`src/rtl/v_pkg.sv`:
```
// v_pkg: shared types and sizes for the list engine and its level-0 egress
package v_pkg;
   typedef logic [7:0]  id_t;
   typedef logic [15:0] key_t;
   typedef logic [15:0] size_t;
   typedef struct packed {
      id_t   prod_id;
      key_t  key;
      size_t size;
   } lv0_ntf_t;
   localparam int V_LV0_EGRESS_DEPTH = 8;
endpackage

```
`src/rtl/v_lv0_fifo.sv`:
```
// v_lv0_fifo: circular notification storage with a tail-overwrite port for coalescing
module v_lv0_fifo
   import v_pkg::*;
#(
   parameter int DEPTH = V_LV0_EGRESS_DEPTH,
   localparam int AW = $clog2(DEPTH),
   localparam int CW = AW + 1
) (
   input  logic          clk,
   input  logic          rst,
   input  logic          i_push,
   input  logic          i_pop,
   input  logic          i_ovw,
   input  lv0_ntf_t      i_din,
   input  lv0_ntf_t      i_ovw_din,
   output lv0_ntf_t      o_head,
   output lv0_ntf_t      o_tail,
   output logic [CW-1:0] o_cnt
);
   lv0_ntf_t      mem_q [DEPTH];
   lv0_ntf_t      mem_d [DEPTH];
   logic [AW-1:0] rptr_q, rptr_d, wptr_q, wptr_d, tail_idx;
   logic [CW-1:0] cnt_q, cnt_d;

   // next storage contents, pointers and occupancy
   always_comb begin
      mem_d    = mem_q;
      tail_idx = wptr_q - AW'(1);
      wptr_d   = i_push ? wptr_q + AW'(1) : wptr_q;
      rptr_d   = i_pop ? rptr_q + AW'(1) : rptr_q;
      cnt_d    = cnt_q + CW'(i_push) - CW'(i_pop);
      if (i_push) mem_d[wptr_q] = i_din;
      if (i_ovw) mem_d[tail_idx] = i_ovw_din;
   end

   // storage and pointer registers
   always_ff @(posedge clk or posedge rst) begin
      if (rst) begin
         mem_q  <= '{default: '0};
         rptr_q <= '0;
         wptr_q <= '0;
         cnt_q  <= '0;
      end else begin
         mem_q  <= mem_d;
         rptr_q <= rptr_d;
         wptr_q <= wptr_d;
         cnt_q  <= cnt_d;
      end
   end

   assign o_head = mem_q[rptr_q];
   assign o_tail = mem_q[tail_idx];
   assign o_cnt  = cnt_q;
endmodule

```
`src/rtl/v_lv0_egress.sv`:
```
// v_lv0_egress: buffers, coalesces and presents level-0 top-of-list notifications
module v_lv0_egress
   import v_pkg::*;
#(
   parameter int DEPTH  = V_LV0_EGRESS_DEPTH,
   parameter int DROP_W = 16
) (
   input  logic              clk,
   input  logic              rst,
   input  logic              i_lv0_vld_r,
   input  id_t               i_lv0_prod_id_r,
   input  key_t              i_lv0_key_r,
   input  size_t             i_lv0_size_r,
   input  logic              i_busy_r,
   output logic              o_ntf_vld_r,
   input  logic              i_ntf_rdy,
   output id_t               o_ntf_prod_id_r,
   output key_t              o_ntf_key_r,
   output size_t             o_ntf_size_r,
   output logic [DROP_W-1:0] o_drop_cnt_r,
   output logic              o_ovf_r
);
   localparam int CW = $clog2(DEPTH) + 1;

   lv0_ntf_t          in_beat, head, tail, ntf_q, ntf_d;
   logic [CW-1:0]     cnt;
   logic              acc, load, empty, full, pop, coal, byp, push, drop;
   logic              ntf_vld_q, ntf_vld_d, ovf_q, ovf_d;
   logic [DROP_W-1:0] drop_q, drop_d;

   // classify the incoming beat: coalesce into tail, bypass, push or drop
   always_comb begin
      in_beat = '{prod_id: i_lv0_prod_id_r, key: i_lv0_key_r, size: i_lv0_size_r};
      acc     = i_lv0_vld_r && !i_busy_r;
      load    = !ntf_vld_q || i_ntf_rdy;
      empty   = cnt == '0;
      full    = cnt == CW'(DEPTH);
      pop     = load && !empty;
      coal    = acc && (cnt >= CW'(2) || (cnt == CW'(1) && !pop)) && tail.prod_id == in_beat.prod_id;
      byp     = acc && load && empty;
      push    = acc && !coal && !byp && (!full || pop);
      drop    = acc && !coal && !byp && full && !pop;
   end

   // output register source selection and drop accounting
   always_comb begin
      ntf_vld_d = load ? (pop || byp) : ntf_vld_q;
      ntf_d     = pop ? head : byp ? in_beat : ntf_q;
      drop_d    = (drop && !(&drop_q)) ? drop_q + DROP_W'(1) : drop_q;
      ovf_d     = ovf_q || drop;
   end

   // output, drop counter and overflow registers
   always_ff @(posedge clk or posedge rst) begin
      if (rst) begin
         ntf_vld_q <= 1'b0;
         ntf_q     <= '0;
         drop_q    <= '0;
         ovf_q     <= 1'b0;
      end else begin
         ntf_vld_q <= ntf_vld_d;
         ntf_q     <= ntf_d;
         drop_q    <= drop_d;
         ovf_q     <= ovf_d;
      end
   end

   v_lv0_fifo #(.DEPTH(DEPTH)) u_fifo (
      .clk      (clk),
      .rst      (rst),
      .i_push   (push),
      .i_pop    (pop),
      .i_ovw    (coal),
      .i_din    (in_beat),
      .i_ovw_din(in_beat),
      .o_head   (head),
      .o_tail   (tail),
      .o_cnt    (cnt)
   );

   assign o_ntf_vld_r     = ntf_vld_q;
   assign o_ntf_prod_id_r = ntf_q.prod_id;
   assign o_ntf_key_r     = ntf_q.key;
   assign o_ntf_size_r    = ntf_q.size;
   assign o_drop_cnt_r    = drop_q;
   assign o_ovf_r         = ovf_q;
endmodule
```
`config.mk`:
```
export PLATFORM = sky130hd
export DESIGN_NAME = v_lv0_egress
export DESIGN_NICKNAME = d
export VERILOG_FILES = /design/src/rtl/v_pkg.sv /design/src/rtl/v_lv0_fifo.sv /design/src/rtl/v_lv0_egress.sv
export SDC_FILE = /design/constraint.sdc
export NUM_CORES = 1
export LEC_CHECK = 0
export ABC_AREA = 1
export BUFFER_PORTS_ARGS = -buffer_cell sky130_fd_sc_hd__buf_2
export CELL_PAD_IN_SITES_DETAIL_PLACEMENT = 1
export CELL_PAD_IN_SITES_GLOBAL_PLACEMENT = 2
export CORE_MARGIN = 2
export CORE_UTILIZATION = 34
export DETAILED_ROUTE_END_ITERATION = 16
export GPL_TIMING_DRIVEN = 0
export PLACE_DENSITY_LB_ADDON = 0.2
export SLEW_MARGIN = 15
export SYNTH_ARGS = -nofsm -noshare
export SYNTH_HDL_FRONTEND = slang
export SYNTH_HIERARCHICAL = 1
export SYNTH_SLANG_ARGS = --single-unit
```
`constraint.sdc`:
```
create_clock -name clk -period 11.3 [get_ports clk]
set_input_delay 0.565 -clock clk [delete_from_list [all_inputs] [get_ports clk]]
set_output_delay 0.565 -clock clk [all_outputs]
set_load 0.005 [all_outputs]
```
==> flow_summary.json, run 1 <==
{
  "crit_type": "reg2reg",
  "reg2reg_from": "u_fifo/wptr_q[0]",
  "ir_worst_vdd_uv": 130,
  "drc": 0,
  "io_pins": 103,
  "viasPerCell": 5.06,
  "status": "complete, no violations",
  "synth_warnings": 6,
  "endpoint_kind": "flop",
  "path_common_cell": "nand2_1",
  "fin_crit_sh": 0.542,
  "layout.nets": 4468,
  "crit_slowest_cell": "nor2_2",
  "finalCriticalPeriod_ns": 6.12,
  "power_density_nw_per_um2": 291,
  "fmax_mhz": 163,
  "start_util": 0.341,
  "routed_wl_um": 121000,
  "grt.total_usage": 0.310,
  "core_area_sq_um": 75600,
  "dieArea_sq_um": 78100,
  "grt_pass1_vias": 27595,
  "max_stage_delay_ns": 0.88,
  "cts.sinks": 388,
  "cts-root-buf": "clkbuf_16",
  "die_x_um": 279,
  "worst-path-buf-inv": 10,
  "post-cts-setup-buffers": 0,
  "gp_congestion": 0.872,
  "cp_top_family": "simple AND/OR/NAND/NOR gates",
  "cts_buffers": 51,
  "dp_hpwl_um": 84000,
  "r2r_end": "u_fifo/mem_q[92]",
  "rr_worst_depth": 27,
  "vias": 27515,
  "portBuffers": 102,
  "finalSetupViolCount": 0,
  "grt-ovfl-total": 0,
  "grt_first_pass_wirelength_um": 180000,
  "worstPathRequired_ns": 11.86,
  "maxCapViolCount": 0,
  "first_pass_iters": 5,
  "skew_ns": 0.0234,
  "rrSetupSlack_ns": 5.18,
  "cp_data_arrival_time_ns": 6.68,
  "clk_latency_ns": 0.63,
  "syn-num-nets": 4308,
  "start_kind": "flop",
  "cp.depth": 27,
  "cts_resized": 0,
  "cts_hold_buf": 0,
  "finalMaxSlewViolations": 0,
  "min_path_type": "in2async",
  "die-height_um": 279,
  "grt_antenna_before_repair": 4,
  "avgSynthCellArea_sq_um": 6.06,
  "clock_path_buffers": 3,
  "clk_pin_slew_ns": 0.06,
  "hold-worst-slack_ns": 0.00810,
  "area_delta_synth_final_pct": 13.8,
  "wl_per_cell_um": 22.2,
  "hold_violations": 0,
  "critPathMaxFanout": 10,
  "drive_gt1_frac": 0.0936,
  "dr.first_iter.drc_count": 1846,
  "cts_tree": "yes",
  "cts_max_level": 2,
  "syn_inst": 4254,
  "row_count": 101,
  "slew_headroom": 0.235,
  "rsz0062_at_grt": "false",
  "fin_util": 0.389,
  "syn_area_sq_um": 25800,
  "leakage_uw": 0.0170,
  "grt_max_degree": 98,
  "worst_pin_slew_ns": 1.14,
  "antenna_left": 0
}
## where the power goes
part | switching (uW) | internal (uW) | total (uW)
sequential | 360 | 2000 | 2360
clock | 692 | 981 | 1670
combinational | 3240 | 1280 | 4520
## flip-flops by register name, indices dropped and copies added, names as in the netlist
signal	count
u_fifo/mem_q	320
o_drop_cnt_r	16
o_ntf_key_r	16
o_ntf_size_r	16
o_ntf_prod_id_r	8
u_fifo/o_cnt	4
u_fifo/rptr_q	3
u_fifo/wptr_q	3
o_ntf_vld_r	1
o_ovf_r	1
## cell usage in the layout, fill, tap and decap left out, types with 12 or more instances in the layout
cell and instances:
clkbuf_8 14, nand3_1 672, inv_2 12, clkbuf_16 52, buf_2 250, buf_1 23
buf_4 16, clkbuf_2 28, nor2_1 60, dfrtp_1 388, o21ai_0 61, nand2_1 2254
inv_1 365, clkbuf_1 163, xor2_1 13
## area by class of cell
class	instances	area, sq um
Buffer	365	1680
Timing Repair Buffer	107	648
Antenna cell	4	10.0
Clock inverter	9	113
Multi-Input combinational cell	3122	13000
Inverter	379	1430
Tap cell	978	1220
Clock buffer	83	1560
Fill cell	10205	46200
Sequential cell	388	9710
## metal layers
metal	track usage	routed length (um)
met3	0.0410	6960
met2	0.516	56300
met4	0.0923	3700
met1	0.419	53800
met5	0	0
## stage by stage
step	total power, uW	worst slack, ns	cell area (sq um)	cells	TNS (ns)
6_report	8560	5.18	29400	5435	0
4_1_cts	8540	5.23	29400	5431	0
2_1_floorplan	5190	1.60	25800	4254	0
3_5_place_dp	6840	5.27	27700	5339	0
5_1_grt	9250	4.96	29400	5431	0
3_3_place_gp	6760	-4.11	27500	5334	-1331.17
## worst max path at each step
stage	from	to	slack [ns]
4_1_cts	u_fifo/wptr_q[0]	u_fifo/mem_q[79]	5.23
3_5_place_dp	u_fifo/wptr_q[0]	u_fifo/mem_q[79]	5.27
6_report	u_fifo/wptr_q[0]	u_fifo/mem_q[92]	5.18
3_3_place_gp	rst	u_fifo/mem_q[27]	-4.11
2_1_floorplan	rst	u_fifo/mem_q[0]	1.60
5_1_grt	u_fifo/wptr_q[0]	u_fifo/mem_q[38]	4.96
Power figures use the tool's default switching activity.
==> inputs of run 2 (changes only) <==
--- a/config.mk
+++ b/config.mk
@@ -10,7 +10,7 @@
 export CELL_PAD_IN_SITES_DETAIL_PLACEMENT = 1
 export CELL_PAD_IN_SITES_GLOBAL_PLACEMENT = 2
 export CORE_MARGIN = 2
-export CORE_UTILIZATION = 34
+export CORE_UTILIZATION = 30
 export DETAILED_ROUTE_END_ITERATION = 16
 export GPL_TIMING_DRIVEN = 0
 export PLACE_DENSITY_LB_ADDON = 0.2
==> constraint.sdc (replaced) <==
create_clock -name clk -period 5.15 [get_ports clk]
set_input_delay 0.2575 -clock clk [delete_from_list [all_inputs] [get_ports clk]]
set_output_delay 0.2575 -clock clk [all_outputs]
set_load 0.005 [all_outputs]
==> run 2 against run 1 <==
Register-to-register slack worse by 5.1 ns. Hold slack better by 0.044 ns. Setup slack worse by 5.1 ns. Wire length is 3.3% higher. Critical path depth stayed put. Flip-flop and latch count stayed put. Combinational power is 120% higher.
==> flow_summary.json, run 2 (synthesis results as in run 1) <==
{
  "viasPerCell": 4.83,
  "grt_first_pass_wirelength_um": 185000,
  "io_pins": 103,
  "cts_buffers": 53,
  "slew_headroom": 0.160,
  "hold_violations": 0,
  "layout.nets": 4519,
  "grt-ovfl-total": 0,
  "max_stage_delay_ns": 0.43,
  "top_register": "u_fifo/mem_q",
  "fmax_mhz": 199,
  "wl_met1_um": 57100,
  "row_count": 107,
  "skew_ns": 0.0157,
  "die-height_um": 297,
  "worst-path-buf-inv": 10,
  "fin_crit_sh": 0.976,
  "grt_max_degree": 35,
  "met2_length_um": 56900,
  "min_path_type": "in2reg",
  "crit_type": "reg2reg",
  "portBuffers": 102,
  "vias": 27295,
  "grt_antenna_before_repair": 1,
  "cts-root-buf": "clkbuf_16",
  "routed_wl_um": 125000,
  "rsz0062_at_grt": "true",
  "maxCapViolCount": 0,
  "cp_top_family": "simple AND/OR/NAND/NOR gates",
  "dieArea_sq_um": 88300,
  "power_density_nw_per_um2": 628,
  "top_layer": "met4",
  "wl_met3_um": 6760,
  "cts_max_level": 2,
  "ir_worst_vdd_uv": 272,
  "hold-worst-slack_ns": 0.0524,
  "finalSetupViolCount": 0,
  "start_util": 0.303,
  "core_area_sq_um": 85100,
  "worst_pin_slew_ns": 1.26,
  "clk_latency_ns": 0.62,
  "clock_path_buffers": 3,
  "dr.first_iter.drc_count": 1726,
  "drc": 0,
  "cp_data_arrival_time_ns": 5.53,
  "fillCellCount": 11289,
  "layout_commonest_cell": "nand2_1",
  "first_pass_iters": 5,
  "antenna_left": 0,
  "cts_tree": "yes",
  "gp_congestion": 0.849,
  "path_common_cell": "nand2_1",
  "drive_gt1_frac": 0.0999,
  "leakage_uw": 0.0174,
  "largest_reg_flops": 320,
  "grt.total_usage": 0.280,
  "crit_slowest_cell": "dfrtp_1",
  "area_delta_synth_final_pct": 17.5,
  "die_x_um": 297,
  "endpoint_kind": "flop",
  "cts.sinks": 388,
  "finalMaxSlewViolations": 0,
  "dp_hpwl_um": 87900,
  "status": "complete, no violations",
  "clk_pin_slew_ns": 0.06,
  "grt_pass1_vias": 27942,
  "wl_per_cell_um": 22.1,
  "start_kind": "flop",
  "layout_common_cells": "2249 x nand2_1, 671 x nand3_1, 388 x dfrtp_1",
  "critPathMaxFanout": 11,
  "finalCriticalPeriod_ns": 5.02,
  "worstPathRequired_ns": 5.66,
  "fin_util": 0.356
}
[run 2: cell count changes in the layout (fill, tap and decap cells not counted), moves of 3 or more]
cell / before / now
nand2_2: 5 / 8
clkbuf_2: 28 / 33
clkbuf_16: 52 / 55
nand2_1: 2254 / 2249
clkbuf_1: 163 / 148
buf_12: 0 / 10
clkbuf_8: 14 / 19
dlygate4sd3_1: 0 / 41
[run 2: worst paths after layout]
kind                            cells past startpoint                 to              from  slack, ns
worst max-delay path                               27  u_fifo/mem_q[276]  u_fifo/wptr_q[0]       0.13
worst min-delay path                                3     o_ntf_key_r[1]    i_lv0_key_r[1]       0.05
worst max register to register                     27  u_fifo/mem_q[276]  u_fifo/wptr_q[0]       0.13
worst min register to register                      2            o_ovf_r           o_ovf_r       0.46
max in group asynchronous                           8   u_fifo/mem_q[26]               rst       3.27
min in group asynchronous                           3    o_drop_cnt_r[0]               rst       0.25
[run 2: through the flow]
stage	instances	area, sq um	TNS [ns]	setup WS [ns]	total power, uW
6_report	5650	30300	0	0.126	19000
3_5_place_dp	5513	28000	-230.20	-1.07	15100
2_1_floorplan	4254	25800	0	0.486	11400
4_1_cts	5646	30300	0	0.236	19100
5_1_grt	5647	30300	-1.74	-0.0983	20700
3_3_place_gp	5500	27700	-1103.24	-2.68	15000
[run 2: tightest hold or removal path: stages]
cell     delay, ns
buf_2         0.15
nor2_1        0.12
o21ai_0       0.09
[run 2: timing repair]
action	in CTS	in global routing
gates resized for setup	12	15
hold buffers	41	0
setup endpoints to repair	320	149
buffers inserted	0	1
hold endpoints to repair	89	0
pin swaps	0	0
gates cloned	0	0
[run 2: metal layers]
layer,GRT usage,up-vias
met5,0,-
met2,0.450,654
met4,0.0934,0
met1,0.380,13109
met3,0.0483,193
li1,-,13339
[run 2: area by class of cell]
type	count	area, sq um	area share
diodes	3	7.51	0.000248
plain buffers	364	1690	0.0558
clock buffers	83	1670	0.0552
clock inverters	10	108	0.00355
inverters	379	1430	0.0472
multi-input cells	3122	13000	0.430
flip-flops and latches	388	9710	0.320
well taps	1144	1430	0.0472
repair buffers	157	1210	0.0400
[run 2: where the power goes]
| part | leakage (uW) | switching [uW] | internal, uW |
|---|---|---|---|
| combinational | 0.0116 | 7140 | 2860 |
| clock | 0.000885 | 1530 | 2300 |
| sequential | 0.00492 | 799 | 4400 |
